[config.mk]
export PLATFORM = sky130hd
export DESIGN_NAME = keypad_scanner
export DESIGN_NICKNAME = d
export VERILOG_FILES = /design/src/rtl/keypad_scanner.sv
export SDC_FILE = /design/constraint.sdc
export NUM_CORES = 1
export LEC_CHECK = 0
export BUFFER_PORTS_ARGS = -buffer_cell sky130_fd_sc_hd__clkbuf_2
export CAP_MARGIN = 20
export CORE_ASPECT_RATIO = 0.5
export CORE_UTILIZATION = 55
export DETAILED_ROUTE_END_ITERATION = 8
export PLACE_DENSITY = 0.73
export REMOVE_ABC_BUFFERS = 1
export SETUP_SLACK_MARGIN = 0.02
export SLEW_MARGIN = 40
export SYNTH_ARGS = -nofsm -noshare
export SYNTH_HDL_FRONTEND = slang
export SYNTH_SLANG_ARGS = --single-unit
[constraint.sdc]
create_clock -name clk -period 12 [get_ports clk]
set_input_delay 0 -clock clk [delete_from_list [all_inputs] [get_ports clk]]
set_output_delay 0 -clock clk [all_outputs]
set_load 0.005 [all_outputs]
[src/rtl/keypad_scanner.sv]
// Column-scanning driver for a 4-row x 3-column phone keypad.
// Each scan frame is reduced to one key code, debounced, and reported as a level plus an accept pulse.
module keypad_scanner #(
   parameter int SCAN_DIV = 1000,
   parameter int DEBOUNCE = 4
) (
   input  logic       clk,
   input  logic       clr,
   input  logic [3:0] rows,
   output logic [2:0] cols,
   output logic [9:0] keypad,
   output logic       key_valid,
   output logic [3:0] key_code
);

   localparam int CNT_W = (SCAN_DIV > 1) ? $clog2(SCAN_DIV) : 1;
   localparam int AGR_W = $clog2(DEBOUNCE + 1);
   localparam logic [CNT_W-1:0] DWELL_LAST = CNT_W'(SCAN_DIV - 1);
   localparam logic [AGR_W-1:0] AGR_MAX    = AGR_W'(DEBOUNCE);
   localparam logic [3:0]       CODE_NONE  = 4'hF;

   typedef enum logic [1:0] {COL0, COL1, COL2} col_state_t;

   // Key at (col, row) is addressed as col*4 + row; * and # decode to NONE.
   function automatic logic [3:0] key_digit(input int idx);
      logic [3:0] d;
      case (idx)
         0:       d = 4'd1;
         1:       d = 4'd4;
         2:       d = 4'd7;
         4:       d = 4'd2;
         5:       d = 4'd5;
         6:       d = 4'd8;
         7:       d = 4'd0;
         8:       d = 4'd3;
         9:       d = 4'd6;
         10:      d = 4'd9;
         default: d = CODE_NONE;
      endcase
      return d;
   endfunction

   function automatic logic [3:0] frame_code(input logic [11:0] hit);
      logic [3:0] code;
      int         n;
      code = CODE_NONE;
      n    = 0;
      for (int i = 0; i < 12; i++) begin
         if (hit[i]) begin
            n++;
            code = key_digit(i);
         end
      end
      return (n == 1) ? code : CODE_NONE;
   endfunction

   function automatic logic [9:0] code_onehot(input logic [3:0] code);
      return (code <= 4'd9) ? (10'd1 << code) : 10'd0;
   endfunction

   logic [3:0]       row_p0, row_p1;
   col_state_t       state;
   logic [CNT_W-1:0] dwell;
   logic [7:0]       samp;
   logic [3:0]       cand, stable;
   logic [AGR_W-1:0] agree;

   logic             dwell_end, frame_end, new_digit;
   logic [11:0]      frame_hit;
   logic [3:0]       fcode, cand_nxt, stable_nxt;
   logic [AGR_W-1:0] agree_nxt;

   // Stage p0/p1: two-flop synchronizer for the asynchronous row inputs.
   always_ff @(posedge clk or posedge clr) begin
      if (clr) begin
         row_p0 <= 4'b1111;
         row_p1 <= 4'b1111;
      end else begin
         row_p0 <= rows;
         row_p1 <= row_p0;
      end
   end

   assign dwell_end = (dwell == DWELL_LAST);
   assign frame_end = dwell_end && (state == COL2);

   always_ff @(posedge clk or posedge clr) begin
      if (clr) begin
         state <= COL0;
         cols  <= 3'b110;
         dwell <= '0;
         samp  <= '0;
      end else if (dwell_end) begin
         dwell <= '0;
         case (state)
            COL0: begin
               samp[3:0] <= ~row_p1;
               state     <= COL1;
               cols      <= 3'b101;
            end
            COL1: begin
               samp[7:4] <= ~row_p1;
               state     <= COL2;
               cols      <= 3'b011;
            end
            default: begin
               state <= COL0;
               cols  <= 3'b110;
            end
         endcase
      end else begin
         dwell <= dwell + CNT_W'(1);
      end
   end

   // The COL2 sample is taken live on the frame's last clock rather than stored.
   assign frame_hit = {~row_p1, samp};
   assign fcode     = frame_code(frame_hit);

   always_comb begin
      cand_nxt   = cand;
      agree_nxt  = agree;
      stable_nxt = stable;
      if (frame_end) begin
         if (fcode == cand) begin
            if (agree != AGR_MAX) agree_nxt = agree + AGR_W'(1);
         end else begin
            cand_nxt  = fcode;
            agree_nxt = AGR_W'(1);
         end
         if ((agree_nxt == AGR_MAX) && (cand_nxt != stable)) stable_nxt = cand_nxt;
      end
   end

   // keypad still shows the previous stable code for one clock, which marks a fresh digit.
   assign new_digit = (stable != CODE_NONE) && (keypad != code_onehot(stable));

   // Stage boundary: debounce state, then registered outputs one clock behind stable.
   always_ff @(posedge clk or posedge clr) begin
      if (clr) begin
         cand      <= CODE_NONE;
         stable    <= CODE_NONE;
         agree     <= '0;
         keypad    <= '0;
         key_valid <= 1'b0;
         key_code  <= 4'd0;
      end else begin
         cand      <= cand_nxt;
         agree     <= agree_nxt;
         stable    <= stable_nxt;
         keypad    <= code_onehot(stable);
         key_valid <= new_digit;
         if (new_digit) key_code <= stable;
      end
   end

endmodule

After elaboration in Yosys (flattened, before gate mapping)
Cells that the tools add are included.
{ "totals": {"out_inout_bits": 18, "ff_bits": 57, "in_bits": 6} }
{ "op_classes": {"bitwise": 1, "eq_ne": 10, "n_addsub": 13, "order_cmp": 1, "n_mux": 34, "n_shift": 1, "n_reduce_logical": 7} }
{ "ops": {"columns": ["cell", "count"], "rows": [
  ["32-bit by 2-bit adder with 32-bit output, second input constant", 11],
  ["32-bit two-way mux", 11],
  ["4-bit two-way mux", 15],
  ["32-bit by 2-bit equality test with 1-bit output, second input constant", 1],
  ["10-bit two-way mux", 2],
  ["10-bit by 1-bit adder with 10-bit output, second input constant", 1],
  ["10-bit equality test, second input constant", 1],
  ["10-bit != test", 1],
  ["1-bit by 4-bit << shifter with 10-bit output, first input constant", 1],
  ["3-bit two-way mux", 3],
  ["3-bit one-hot mux with 2 select lines", 1],
  ["2-bit AND reduction", 3],
  ["4-bit equality test", 1],
  ["4-bit <= comparator, second input constant", 1],
  ["4-bit != test", 1],
  ["4-bit != test, second input constant", 1],
  ["4-bit NOT", 1],
  ["2-bit one-hot mux with 2 select lines", 1],
  ["3-bit by 1-bit adder with 3-bit output, second input constant", 1],
  ["3-bit equality test, second input constant", 1],
  ["1-bit logical AND", 3],
  ["3-bit != test, second input constant", 1],
  ["2-bit by 1-bit equality test with 1-bit output, second input constant", 1],
  ["2-bit equality test, second input constant", 1],
  ["other kinds (2)", 2]
]} }

Depth between registers and ports, before layout
Gate-level depths: netlist of run 1.
{ "depth": {"word_depth": 31, "ltp_mapped": 37} }

Worst setup path before layout of run 1
Ideal clock, no wire load.
{ "synth_path": {"path_kind": "flip-flop to flip-flop", "startpoint": "reg samp[0]", "endpoint": "reg stable[0]", "period_less_slack_ps": 7069, "setup_ps": 82, "stages_incl_launch_ff": 36, "t_arrival_ps": 6987, "setup_slack_ps": 4931, "cell_sequence": "dfrtp_1 inv_1 ha_1 xor2_1 ha_1 nand2_1 o31ai_1 ha_1 mux2_2 ha_1 nand2_1 o41ai_1 or2_2 ha_1 nand2b_1 o31a_1 ha_1 nor2b_1 nor2_1 o21a_1 ha_1 nand2_1 nand2_1 ha_1 nor2b_1 a31oi_1 nand2_1 ha_1 o31ai_1 nand3_1 a31oi_1 o21ai_0 or3_1 a311o_1 o2111ai_2 mux2_2"} }
{ "synth_via": {"elab_chain_cells": 31} }
{ "synth_lines": {"columns": ["element", "line", "source"], "rows": [
  ["start: declaration", "64", "logic [7:0] samp;"],
  ["start signal: assignment", "97", "samp[3:0] <= ~row_p1;"],
  ["1-bit two-way mux", "49", "if (hit[i]) begin"],
  ["32-bit by 2-bit adder with 32-bit output", "50", "n++;"],
  ["32-bit two-way mux", "49", null],
  ["32-bit by 2-bit adder with 32-bit output", "50", null],
  ["32-bit two-way mux", "49", null],
  ["32-bit by 2-bit adder with 32-bit output", "50", null],
  ["32-bit two-way mux", "49", null],
  ["32-bit by 2-bit adder with 32-bit output", "50", null],
  ["(+15 left out)", null, null],
  ["32-bit by 2-bit equality test with 1-bit output", "54", "return (n == 1) ? code : CODE_NONE;"],
  ["4-bit two-way mux *", "54", null],
  ["4-bit equality test", "125", "if (fcode == cand) begin"],
  ["4-bit two-way mux or 3-bit two-way mux (tied branches)", "125", null],
  ["4-bit two-way mux or 3-bit two-way mux (tied branches)", "124", "if (frame_end) begin"],
  ["4-bit != test or 3-bit equality test (tied branches)", "131", "if ((agree_nxt == AGR_MAX) && (cand_nxt != stable)) stable_nxt = cand_nxt;"],
  ["1-bit logical AND", "131", null],
  ["2-bit AND reduction (no line)", null, null],
  ["end signal: assignment", "150", "stable <= stable_nxt;"],
  ["end: declaration", "65", "logic [3:0] cand, stable;"]
]} }
Mark *: on every way between the ends. The rest lies on a longest branch, timed or not. The select of a mux whose other input is x is not followed.
A chain may end at the register's enable or synchronous reset.

Worst setup path in the final report of run 1
{ "layout_path": {"startpoint": "reg samp[1]", "endpoint": "reg stable[3]"} }
{ "layout_via": {"elab_chain_cells": 29} }
{ "layout_lines": {"columns": ["element", "line"], "rows": [
  ["32-bit two-way mux", "49"],
  ["32-bit by 2-bit adder with 32-bit output", "50"],
  ["32-bit two-way mux", "49"],
  ["32-bit by 2-bit adder with 32-bit output", "50"],
  ["32-bit two-way mux", "49"],
  ["32-bit by 2-bit adder with 32-bit output", "50"],
  ["32-bit two-way mux", "49"],
  ["32-bit by 2-bit adder with 32-bit output", "50"],
  ["(+13 left out)", null],
  ["32-bit by 2-bit equality test with 1-bit output", "54"],
  ["4-bit two-way mux *", "54"],
  ["4-bit equality test", "125"],
  ["4-bit two-way mux or 3-bit two-way mux (tied branches)", "125"],
  ["4-bit two-way mux or 3-bit two-way mux (tied branches)", "124"],
  ["4-bit != test or 3-bit equality test (tied branches)", "131"],
  ["1-bit logical AND", "131"],
  ["2-bit AND reduction (no line)", null]
]} }
Marks and branches as above.

==> results of run 1 <==
synth_stat cells, types with 2 or more instances:
master / n / share of area [%]
or2_2: 2 / 0.34
o21ai_2: 2 / 0.48
nand3_1: 12 / 1.6
mux2_2: 8 / 2.5
nor3_1: 12 / 1.6
dfstp_2: 18 / 13
mux2i_1: 3 / 0.82
o31ai_1: 2 / 0.41
o31a_1: 2 / 0.48
nand2b_1: 6 / 1.0
or3_1: 3 / 0.51
inv_1: 11 / 1.1
a31oi_1: 8 / 1.4
clkbuf_1: 13 / 1.3
and2_1: 2 / 0.34
o211ai_1: 3 / 0.61
o221ai_1: 2 / 0.48
o21a_1: 4 / 0.82
nand3b_1: 5 / 1.0
xnor3_1: 4 / 2.5
nand4_1: 3 / 0.51
o22ai_1: 4 / 0.68
a2111oi_0: 2 / 0.48
nor4_1: 2 / 0.34
o21ai_0: 17 / 2.3
a21boi_0: 2 / 0.41
a311o_1: 2 / 0.54
ha_1: 14 / 4.8
and3_1: 4 / 0.68
nand2_1: 46 / 4.7
xnor2_1: 30 / 7.1
xor2_1: 11 / 2.6
dfrtp_1: 39 / 27
nor2b_1: 5 / 0.85
or4bb_1: 2 / 0.61
o22a_1: 3 / 0.71
nor3b_1: 3 / 0.61
a21oi_1: 11 / 1.5
nor2_1: 37 / 3.8
worst paths after layout:
| path | endpoint | cells after the start | startpoint | slack, ns |
|---|---|---|---|---|
| min in group clk | row_p0[3] | 2 | rows[3] | 0.34 |
| worst max register to register | stable[3] | 35 | samp[1] | 4.11 |
| max in group asynchronous | samp[1] | 3 | clr | 11.22 |
| worst max-delay path | stable[3] | 35 | samp[1] | 4.11 |
| worst min-delay path | key_valid | 3 | clr | 0.34 |
| worst min register to register | row_p1[3] | 0 | row_p0[3] | 0.35 |
power by group:
| part | switching, mW | total, mW | internal [mW] |
|---|---|---|---|
| registers | 0.00190 | 0.197 | 0.195 |
| logic | 0.00885 | 0.0140 | 0.00519 |
| clock network | 0.0795 | 0.277 | 0.197 |
| total | 0.0903 | 0.488 | 0.398 |
metal layers:
metal	part of all wire, %	up-vias
met5	0	-
met2	48	58
met3	3.9	10
met1	47	1423
met4	1.0	0
li1	-	1407
registers in the layout, indices dropped and copies added (netlist names), 4 cells and up:
name	count
row_p0	4
row_p1	4
samp	8
cand	4
keypad	10
key_code	4
stable	4
dwell	10
metrics by stage:
step	cell area (µm²)	std cells	util, %	power (mW)
after floorplan	3600	369	-	0.209
after global placement	3840	481	61.3	0.212
after detailed placement	3840	481	61.5	0.213
after CTS	4230	501	67.5	0.493
after global routing	4230	501	67.5	0.504
final	4230	501	67.5	0.488
layout make-up:
type | instances | share of cell area [%]
timing repair buffer | 29 | 4.09
multi-input combinational | 301 | 50.2
clock inverter | 2 | 1.42
inverter | 11 | 1.04
clock buffer | 13 | 6.40
sequential | 57 | 34.3
tap | 88 | 2.61
cells by family (layout without fill, tap and decap cells):
kind of cell	Yosys count	in the layout	synth area share, %
compound gates	74	74	14.2
xor+xnor	48	48	14.0
fa+ha+maj	15	15	5.04
buf+inv	27	55	3.06
flops	57	57	39.4
mux	11	11	3.27
simple gates	153	153	21.0
worst reg2reg max path: cells and delay by family (launching register included):
kind,cells,cell delay [ns]
muxes,2,0.66
buffers and inverters,1,0.08
and+or+nand+nor,12,1.86
AOI/OAI and AO/OA,10,1.88
DFF,1,0.39
adders and majority gates,9,2.68
xor gates and xnor gates,1,0.24
==> impl_results.md, run 1 <==
* CTS Sinks at 57
* Endpoint class of the critical path: flop
* Top Ports at 24
* Commonest non-fill, non-tap cell in the layout: nand2_1
* Post-synth EDFFs at 0
* Async set-or-reset flop fraction in the synthesized netlist at 100%
* Global-route wire length before repair at 13,100 µm
* CP max stage delay at 0.41 ns
* Final setup viols at 0
* DRC Markers at 0
* Row count at 20
* Vias in the first global route at 2,800
* Antenna violations before repair at 0
* Commonest cells after routing, fill and taps aside: nand2_1 (46), dfrtp_1 (39), nor2_1 (37), xnor2_1 (30), clkbuf_2 (23)
* Root Driver: clkbuf_16
* Clk buf depth at 2
* PortBufs at 23
* Pins Over Slew Limit at 0
* TNS Setup at 0 ns
* WL/cell at 14.9 µm
* Clock latency on the worst-skew pair at 0.31 ns
* Vias after detailed routing at 2,898
* Setup Fix Bufs, Post-CTS at 0
* Seq/Total Area, Yosys at 39.4%
* Cell family with most CP delay: adder cells
* CP Class: reg2reg
* Final Hold Vio Count at 0
* CTS tree: done
* Post-DP HPWL at 5200 µm
* Maximum fanout along the worst path at 5
* Core region area at 6260 µm²
* Layout fillers at 482
* Fin crit period at 7.89 ns
* Total Routed Length at 7480 µm
* Post-CTS sizing at 0
* Cell mode on critical path: ha_1
* YS warnings at 0
* Post-Syn Area at 3680 µm²
* Die width at 118 µm
* GRT Total Usage at 23.7%
* Share of cells above drive strength 1 at 19.6%
* Final hold slack at 0.337 ns
* H-tree levels at 3
* Crit share post-route at 65.7%
* Synthesized area per cell at 9.55 µm²
* Post-synthesis cell count at 385
* Critical Path Slowest Stage Cell: a311o_1
* Pre-CTS WS at 4.16 ns
* GR peak layer: met2
* Drt pass-1 iters at 4
* DRT iter0 DRCs at 231
* Antenna-violating nets left at 0
* GPL Wtd Cong at 0.847
* Die Y-Extent at 59.8 µm
* Storage element area at 1450 µm²
* Global route overflow at 0
* Setup crit start kind: flop
* GRT met2 Usage at 41.9%
* Die area at 7030 µm²
* Largest net degree at the start of global routing at 58
* Vias per cell at 5.78
* Clock buffer count from CTS at 9
* Multi-input gate area at 2120 µm²
* Top FF cell, synth: dfrtp_1
* Distinct cells, synth at 65
* Worst EP arrival at 8.12 ns
* GRT met3 Usage at 5.34%
* Leak Pwr at 1.88 nW
* F_max at 127 MHz
* Status: complete, no violations
* Max transition margin at 51.7%
* Final Skew at 0.00410 ns
* Slew @ Worst Pin at 0.716 ns
* Yosys reg bits at 57
* Inserted Diodes at 0
* Nets at 429
* Maximum vdd drop at 0.124 mV
* Layout area overhead at 14.9%
* CTS Hold Buffers Added at 5
* RSZ-0062 raised after global routing: false
* Max cap viols at 0
* Power Dens Cells at 116 nW/µm²
* Buf/Inv on CP at 1
* Worst setup margin at 4.11 ns
* Met1 GRT Util at 29.8%
* Clock transition at path regs at 0.05 ns
* Worst EP required at 12.24 ns
* Initial Utilization at 58.8%
* Hold crit path type: in2async
Power figures use the tool's default switching activity.
==> run 2, diff against run 1 <==
PLACE_DENSITY = 0.76   (was 0.73)
clock period = 6.7 ns   (was 12 ns; I/O delays follow)
==> impl_results.md, run 2 (synthesis gave the netlist of run 1 again) <==
* Pins Over Slew Limit at 0 (unchanged)
* Crit share post-route at 106% (was 65.7%)
* GRT Total Usage at 28.5% (was 23.7%)
* CP max stage delay at 0.42 ns (was 0.41 ns)
* Vias in the first global route at 3,201 (was 2,800)
* Setup slack, reg-to-reg at -0.41 ns (was 4.11 ns)
* Largest regs: dwell (10), keypad (10), samp (8) (unchanged)
* CTS tree: done (unchanged)
* Max cap viols at 0 (unchanged)
* WL/cell at 20.0 µm (was 14.9 µm)
* Worst EP arrival at 7.36 ns (was 8.12 ns)
* Hold path endpoint: row_p0[1]
* Antenna-violating nets left at 0 (unchanged)
* Clock buffer count from CTS at 9 (unchanged)
* Clk buf depth at 2 (unchanged)
* Drt pass-1 iters at 5 (was 4)
* GRT met2 Usage at 51.6% (was 41.9%)
* Initial Utilization at 58.8% (unchanged)
* Commonest non-fill, non-tap cell in the layout: buf_4 (was nand2_1)
* GRT met3 Usage at 5.92% (was 5.34%)
* GR peak layer: met2 (unchanged)
* Hold crit path type: in2reg (was in2async)
* Slew @ Worst Pin at 0.788 ns (was 0.716 ns)
* Cells on worst reg2reg path at 36 (was 35)
* Setup crit start kind: flop (unchanged)
* Maximum vdd drop at 0.207 mV (was 0.124 mV)
* Cell mode on critical path: ha_4 (was ha_1)
* F_max at 141 MHz (was 127 MHz)
* DRC Markers at 0 (unchanged)
* Hold Path Depth at 2
* DRT iter0 DRCs at 446 (was 231)
* Endpoint class of the critical path: flop (unchanged)
* Vias per cell at 6.26 (was 5.78)
* Placed Cells at 509 (was 481)
* Core region area at 6260 µm² (unchanged)
* Global-route wire length before repair at 15,400 µm (was 13,100 µm)
* CP Class: reg2reg (unchanged)
* Final Hold Vio Count at 0 (unchanged)
* Root Driver: clkbuf_16 (unchanged)
* Maximum fanout along the worst path at 4 (was 5)
* Met1 GRT Util at 33.4% (was 29.8%)
* Commonest cells after routing, fill and taps aside: buf_4 (62), nand2_1 (40), dfrtp_1 (39), nor2_1 (33), xnor2_1 (29) (was nand2_1 (46), dfrtp_1 (39), nor2_1 (37), xnor2_1 (30), clkbuf_2 (23))
* Final Skew at 0.00403 ns (was 0.00410 ns)
* Clock latency on the worst-skew pair at 0.32 ns (was 0.31 ns)
* Power Dens Cells at 166 nW/µm² (was 116 nW/µm²)
* Fin cells at 569 (was 501)
* Inserted Diodes at 0 (unchanged)
* FF-to-FF End: stable[1] (was stable[3])
* Vias after detailed routing at 3,563 (was 2,898)
* Critical Path Slowest Stage Cell: dfrtp_1 (was a311o_1)
* RR Startpoint: samp[0] (was samp[1])
* Nets at 496 (was 429)
* Row count at 20 (unchanged)
* Final setup viols at 8 (was 0)
* Post-DP HPWL at 5490 µm (was 5200 µm)
* Total Routed Length at 11,400 µm (was 7480 µm)
* RSZ-0062 raised after global routing: true (was false)
* Die Y-Extent at 59.8 µm (unchanged)
* Status: finished with violations (was complete, no violations)
* Worst EP required at 6.95 ns (was 12.24 ns)
* Die width at 118 µm (unchanged)
* Fin crit period at 7.11 ns (was 7.89 ns)
* Hold Startpoint: rows[1]
* Layout fillers at 331 (was 482)
* Top Ports at 24 (unchanged)
* Layout area overhead at 36.0% (was 14.9%)
* Die area at 7030 µm² (unchanged)
* H-tree levels at 3 (unchanged)
* Antenna violations before repair at 0 (unchanged)
* Global route overflow at 0 (unchanged)
* Largest net degree at the start of global routing at 58 (unchanged)
* Layout Utilization at 79.9% (was 67.5%)
* PortBufs at 23 (unchanged)
* Worst setup margin at -0.410 ns (was 4.11 ns)
* Clock transition at path regs at 0.05 ns (about the same)
* Failing checks: setup timing
* Share of cells above drive strength 1 at 37.8% (was 19.6%)
* Max transition margin at 46.9% (was 51.7%)
* CTS Sinks at 57 (unchanged)
* GPL Wtd Cong at 0.877 (was 0.847)
* Leak Pwr at 2.25 nW (was 1.88 nW)
==> run 2: timing repair <==
| action | in CTS | in global routing |
|---|---|---|
| setup endpoints to repair | 9 | 11 |
| resized for setup | 32 | 26 |
| buffers inserted | 30 | 11 |
| gates cloned | 0 | 0 |
| hold buffers | 5 | 0 |
| endpoints found under the hold margin | 43 | 0 |
| pin swaps | 17 | 14 |
==> run 2: final cells by class <==
class                      count  area (µm²)  area share (%)
clock buffer                  12         267            5.33
clock inverter                 4        26.3           0.526
inverter                      11        41.3           0.826
multi-input combinational    301        2410            48.2
sequential                    57        1450            29.0
tap                           88         110            2.20
timing repair buffer          96         698            14.0
==> run 2: through the flow <==
stage	area [µm²]	hold WS (ns)	worst slack, ns	TNS [ns]	power, mW
floorplan	3600	0.00448	-0.387	-2.07	0.374
global placement	4050	0.0882	-0.251	-1.48	0.382
detailed placement	4050	0.0889	-0.537	-3.43	0.383
CTS	4780	0.312	-0.178	-0.978	0.822
global route	5000	0.326	-0.654	-4.72	0.853
finish	5000	0.326	-0.410	-2.65	0.831
==> run 2: metal layers <==
metal	share of wire [%]	wire [µm]	vias up
li1	-	-	1547
met1	39	4450	1732
met2	48	5460	211
met3	7.2	820	73
met4	5.7	646	0
met5	0	0	-
==> run 2: worst max-delay path by stage <==
stage          startpoint  slack [ns]         to
2_1_floorplan     samp[0]       -0.39  stable[0]
3_3_place_gp      samp[0]       -0.25  stable[2]
3_5_place_dp      samp[0]       -0.54  stable[1]
4_1_cts           samp[1]       -0.18  stable[1]
5_1_grt           samp[0]       -0.65  stable[1]
6_report          samp[0]       -0.41  stable[1]
==> run 2: worst max-delay path: cells and delay by family (launching register included) <==
kind,cells,cell delay (ns)
simple gates,12,1.45
buf+inv,2,0.26
flops,1,0.42
fa+ha+maj,9,2.39
xor+xnor,1,0.17
mux,3,0.96
compound gates,9,1.33
==> run 2: power by group <==
group / internal [mW] / switching (mW)
Combinational: 0.0162 / 0.0231
Clock: 0.279 / 0.158
Sequential: 0.350 / 0.00455
